$ cat src/rtl/clk_tick_pkg.sv
// Shared definitions for the clock-tick controller: state encoding,
// counter width and the divisor-to-terminal helper.
package clk_tick_pkg;

  localparam int CNT_W = 28;

  typedef logic [CNT_W-1:0] cnt_t;

  // Encoding is visible on the state output, so the values are fixed.
  typedef enum logic [1:0] {
    IDLE  = 2'd0,
    RUN   = 2'd1,
    PAUSE = 2'd2,
    FAST  = 2'd3
  } state_e;

  // Terminal count for a divider: the counter runs 0..(clk_freq/rate_hz)-1.
  // The divisor itself must be >= 2 and < 2**CNT_W.
  function automatic cnt_t div_term(input int clk_freq, input int rate_hz);
    return cnt_t'((clk_freq / rate_hz) - 1);
  endfunction

endpackage

$ cat src/rtl/tick_counter.sv
// Wrapping divider counter. Counts 0..i_term while enabled, wraps to 0 at
// the terminal value and registers a one-cycle pulse on that same edge.
// i_clr forces the count to 0 and suppresses any pulse on that edge.
module tick_counter
  import clk_tick_pkg::*;
(
  input  logic clk_in,
  input  logic rst,
  input  logic i_en,
  input  logic i_clr,
  input  cnt_t i_term,
  output logic o_pulse
);

  cnt_t r_cnt;
  logic r_pulse;

  // Count, wrap and pulse generation; clear has priority over counting.
  // Using >= keeps the counter from running away if the terminal value
  // drops below the current count after a divisor change.
  always_ff @(posedge clk_in) begin
    if (rst) begin
      r_cnt   <= '0;
      r_pulse <= 1'b0;
    end else if (i_clr) begin
      r_cnt   <= '0;
      r_pulse <= 1'b0;
    end else if (i_en) begin
      if (r_cnt >= i_term) begin
        r_cnt   <= '0;
        r_pulse <= 1'b1;
      end else begin
        r_cnt   <= r_cnt + cnt_t'(1);
        r_pulse <= 1'b0;
      end
    end else begin
      r_pulse <= 1'b0;
    end
  end

  assign o_pulse = r_pulse;

endmodule

$ cat src/rtl/clk_tick_ctrl.sv
// Clock-tick controller: a free-running display-scan divider and a
// timekeeping divider gated by a small IDLE/RUN/PAUSE/FAST state machine.
// Optional feature macro: CLK_TICK_FAST_EN enables the FAST state, in which
// timekeeping ticks at FAST_HZ while fast_req is held. Without it fast_req
// is ignored and the state output never reads 3.
module clk_tick_ctrl
  import clk_tick_pkg::*;
#(
  parameter int CLK_FREQ = 50_000_000,
  parameter int SCAN_HZ  = 1000,
  parameter int SEC_HZ   = 1,
  parameter int FAST_HZ  = 50
) (
  input  logic       clk_in,
  input  logic       rst,
  input  logic       run_req,
  input  logic       pause_req,
  input  logic       stop_req,
  input  logic       fast_req,
  output logic       tick_scan,
  output logic       tick_sec,
  output logic [1:0] state,
  output logic       running
);

  localparam cnt_t SCAN_TERM = div_term(CLK_FREQ, SCAN_HZ);
  localparam cnt_t SEC_TERM  = div_term(CLK_FREQ, SEC_HZ);

  state_e r_state;
  state_e w_next_state;
  logic   w_sec_clr;
  logic   w_sec_en;
  cnt_t   w_sec_term;

`ifdef CLK_TICK_FAST_EN
  localparam cnt_t FAST_TERM = div_term(CLK_FREQ, FAST_HZ);

  // Timekeeping divisor follows the current state.
  assign w_sec_term = (r_state == FAST) ? FAST_TERM : SEC_TERM;
`else
  localparam int unused_fast_hz = FAST_HZ;
  logic w_unused_fast;

  assign w_unused_fast = fast_req;
  assign w_sec_term    = SEC_TERM;
`endif

  // State register.
  always_ff @(posedge clk_in) begin
    if (rst) begin
      r_state <= IDLE;
    end else begin
      r_state <= w_next_state;
    end
  end

  // Next-state and counter-clear decode. Priority is stop > pause > fast >
  // run; a request that has no meaning in the current state is ignored and
  // the next valid one in priority order is considered.
  always_comb begin
    w_next_state = r_state;
    w_sec_clr    = 1'b0;
    if (stop_req) begin
      w_next_state = IDLE;
      w_sec_clr    = 1'b1;
    end else begin
      case (r_state)
        IDLE: begin
          if (run_req) begin
            w_next_state = RUN;
          end
        end
        RUN: begin
          if (pause_req) begin
            w_next_state = PAUSE;
`ifdef CLK_TICK_FAST_EN
          end else if (fast_req) begin
            w_next_state = FAST;
            w_sec_clr    = 1'b1;
`endif
          end
        end
        PAUSE: begin
          if (run_req) begin
            w_next_state = RUN;
          end
        end
        FAST: begin
`ifdef CLK_TICK_FAST_EN
          if (pause_req) begin
            w_next_state = PAUSE;
          end else if (!fast_req) begin
            w_next_state = RUN;
            w_sec_clr    = 1'b1;
          end
`else
          w_next_state = IDLE;
`endif
        end
        default: begin
          w_next_state = IDLE;
        end
      endcase
    end
  end

  // Timekeeping advances only while running; the enable is taken from the
  // current state, so the edge that leaves RUN/FAST still counts (and may
  // still wrap), while the edge that enters RUN does not.
  assign w_sec_en = (r_state == RUN) || (r_state == FAST);

  tick_counter u_scan_cnt (
    .clk_in  (clk_in),
    .rst     (rst),
    .i_en    (1'b1),
    .i_clr   (1'b0),
    .i_term  (SCAN_TERM),
    .o_pulse (tick_scan)
  );

  tick_counter u_sec_cnt (
    .clk_in  (clk_in),
    .rst     (rst),
    .i_en    (w_sec_en),
    .i_clr   (w_sec_clr),
    .i_term  (w_sec_term),
    .o_pulse (tick_sec)
  );

  assign state   = r_state;
  assign running = w_sec_en;

endmodule

$ cat config.mk
export PLATFORM = sky130hd
export DESIGN_NAME = clk_tick_ctrl
export DESIGN_NICKNAME = d
export VERILOG_FILES = /design/src/rtl/clk_tick_pkg.sv /design/src/rtl/tick_counter.sv /design/src/rtl/clk_tick_ctrl.sv
export SDC_FILE = /design/constraint.sdc
export NUM_CORES = 1
export LEC_CHECK = 0
export ABC_CLOCK_PERIOD_IN_PS = 4600
export BUFFER_PORTS_ARGS = -buffer_cell sky130_fd_sc_hd__buf_2
export CAP_MARGIN = 40
export CORE_ASPECT_RATIO = 1.75
export CORE_MARGIN = 2
export CORE_UTILIZATION = 30
export CTS_CLUSTER_DIAMETER = 80
export DETAILED_ROUTE_END_ITERATION = 7
export GPL_TIMING_DRIVEN = 0
export PLACE_DENSITY = 0.5
export SYNTH_ARGS = -nofsm -noshare
export SYNTH_HDL_FRONTEND = slang
export SYNTH_SLANG_ARGS = --single-unit
$ cat constraint.sdc
create_clock -name clk_in -period 4.6 [get_ports clk_in]
set_input_delay 0.23 -clock clk_in [delete_from_list [all_inputs] [get_ports clk_in]]
set_output_delay 0.23 -clock clk_in [all_outputs]
set_load 0.1 [all_outputs]
==> flow_summary.yaml <==
routing:
  dr.pass1.iters: 4
  drt_wl_total_microns: 6054
  post_drt_wl_per_cell_microns: 13.98
  post-route-drc-count: 0
  ant_nets: 0
  routed-via-count: 2223
  drt_iter0_markers: 68
  routed_via_density: 5.134
timing:
  max_clock_freq_mhz: 447.2
  finalSetupViolCount: 0
  finalMaxSlewViolations: 0
  fin_crit_sh: 0.4861
  hold_violations: 0
  fin_ws_ps: 2364
  tightest_slew_ps: 691.8
  rsz0062_at_grt: "no"
  period_needed_ps: 2236
  hold_slack_ps: 168.3
  relSlewSlack: 0.5388
  tns_ps: 0
  skew_ps: 7.617
clock_network:
  cts_root_buf: "clkbuf_16"
  clock-sinks: 60
  hold_buffers: 0
  clkLatencyLatePin_ps: 320
  ctsResizeCount: 0
  cts_setup_buffers: 0
  clockBufferDepth: 2
  cts_made_buffers: 9
  clk_pin_slew_ps: 50
  htree_levels: 3
  cts_tree: "done"
power:
  p_per_area_nw_per_um2: 371.0
  internal_power_mw: 0.9746
  combPwrFrac: 0.022
  peakVddDrop_v: 0.0001995
  pwr-share-clk: 0.541
  p_seq_frac: 0.437
  switching_share: 0.1956
  p_sw_mw: 0.2370
  p_leak_nw: 1.004
die:
  dieArea_sq_um: 9936
  start_util: 0.3049
  die_x_microns: 76.21
  num_rows: 46
  ios: 11
  fp.dieH_microns: 130.4
  core_area_sq_um: 8979
yosys:
  synthArstFlopShare: 0
  synth_edf_count: 0
  yosysWarnings: 0
  syn_avg_cell_area_sq_um: 9.812
  synthesis.area_sq_um: 2738
  ys_seq_area_frac: 0.4388
  synth-main-ff-cell: "dfxtp_1"
  synth_area_leaders: "dfxtp_1 44%, xnor2_1 4.5%, nor4_1 3.9%, or4_1 3.8%, nor3_1 3.5%"
  yosysMostFrequentCell: "dfxtp_1"
  ys_types: 42
  syn-instance-count: 279
  netlist_top_cells_count: "60 x dfxtp_1, 19 x nor3_1, 17 x nor4_1"
  synth_top_area_frac: 0.4388
  synth-seq-cells: 60
  synth_top_cell_by_area: "dfxtp_1"
finish:
  utilization: 0.3637
  diodes: 0
  nNetsFinal: 318
  layout-drive-gt1-share: 0.1597
  fillers: 937
  area_growth_syn_to_layout_pct: 19.29
critical_path:
  crit_chain: "ha_1 > nand3_1 > a211oi_1 > o211a_1 > clkbuf_1 > clkbuf_1 > nor3_1"
  cp_max_fo: 10
  r2r_setup_slack_ps: 2360
  crit_type: "flip-flop to flip-flop"
  critPathLaunchType: "flip-flop"
  cp_common_cell: "clkbuf_1"
  cp-end-kind: "flip-flop"
  cp.required_ps: 4790
  cp_slowest_stage_delay_ps: 390
  slowest_stage: "clkbuf_1"
  arrival_ps: 2430
global_routing:
  track_usage: 0.1338
  antenna_found_initial: 0
  grt_pass1_wl_microns: 10350
  overflow: 0
  grt_max_degree: 11
  first_global_vias: 2202
outcome:
  status: "complete, no violations"
place:
  place_ws_ps: 2338
  hpwl_microns: 4294
  gp_congestion: 0.7644
  port_buffers: 9
flow_run:
  cap_viol_max_count: 0
hold_path:
  hp-class: "input port to flip-flop"
-- through the flow --
step,total power [mW],cells,area (sq um)
final,1.212,433,3266
after global routing,1.263,433,3266
after CTS,1.237,433,3266
after detailed placement,0.5669,419,2974
after global placement,0.5664,419,2974
after floorplan,0.5599,290,2779
-- layout make-up --
cell class	count	area, sq um	share of cell area
buffer	21	121.4	0.03716
timing repair buffer	9	45.04	0.01379
tap	120	150.1	0.04598
inverter	6	22.52	0.006897
multi-input combinational	203	1434	0.4391
sequential	60	1201	0.3678
clock buffer	12	256.5	0.07854
clock inverter	2	35.03	0.01073
-- flip-flops by register name, indices dropped and copies added, names as in the netlist --
| signal | count |
|---|---|
| u_scan_cnt.r_cnt | 28 |
| u_sec_cnt.r_cnt | 28 |
| state | 2 |
| u_scan_cnt.o_pulse | 1 |
| u_sec_cnt.o_pulse | 1 |
-- cell usage in the layout, fill, tap and decap left out, types with 12 or more instances in the layout --
cell / Yosys / final
clkbuf_1: 11 / 12
or4_1: 14 / 14
nand2_1: 14 / 14
buf_2: 4 / 13
nor4_1: 17 / 17
conb_1: 1 / 12
nand3_1: 12 / 12
o31ai_1: 12 / 12
xnor2_1: 14 / 14
nor3_1: 19 / 19
dfxtp_1: 60 / 60
-- critical path: cells and delay by family (launching register included) --
| family | cells | cell delay, ps |
|---|---|---|
| buffers and inverters | 2 | 700 |
| AO/OA/AOI/OAI | 2 | 450 |
| flip-flops | 1 | 380 |
| AND/OR/NAND/NOR | 2 | 370 |
| adder cells (fa/ha/maj) | 1 | 200 |
-- logic make-up (layout without fill, tap and decap cells) --
family	count (synthesis)	in the layout	share of synthesized area
compound gates	41	41	0.1403
xor+xnor	24	24	0.07678
fa+ha+maj	2	2	0.009139
buf+inv	27	50	0.05256
flops	60	60	0.4388
mux	2	2	0.007313
other cells	1	12	0.001370
simple gates	122	122	0.2738
-- power groups by stage --
stage | clock network (mW) | logic, mW | registers, mW
6_report | 0.655 | 0.0266 | 0.530
5_1_grt | 0.705 | 0.0287 | 0.530
4_1_cts | 0.681 | 0.0268 | 0.529
3_5_place_dp | 0 | 0.0267 | 0.540
3_3_place_gp | 0 | 0.0265 | 0.540
2_1_floorplan | 0 | 0.0131 | 0.547
-- worst paths after layout --
check                                    from                               end  cells past startpoint
max            u_scan_cnt.r_cnt[0]$_SDFF_PP0_   u_scan_cnt.r_cnt[11]$_SDFF_PP0_                      7
min                                   run_req             state[0]$_SDFFE_PP0P_                      3
max reg2reg    u_scan_cnt.r_cnt[0]$_SDFF_PP0_   u_scan_cnt.r_cnt[11]$_SDFF_PP0_                      7
min reg2reg  u_sec_cnt.r_cnt[25]$_SDFFE_PP0N_  u_sec_cnt.r_cnt[25]$_SDFFE_PP0N_                      2
-- layer usage --
metal	part of all wire	up-vias	global-route usage
li1	-	1110	-
met1	0.40	1069	0.1302
met2	0.55	30	0.2493
met3	0.029	14	0.04190
met4	0.026	0	0.07701
met5	0	-	0
(Power assumes the default switching activity.)
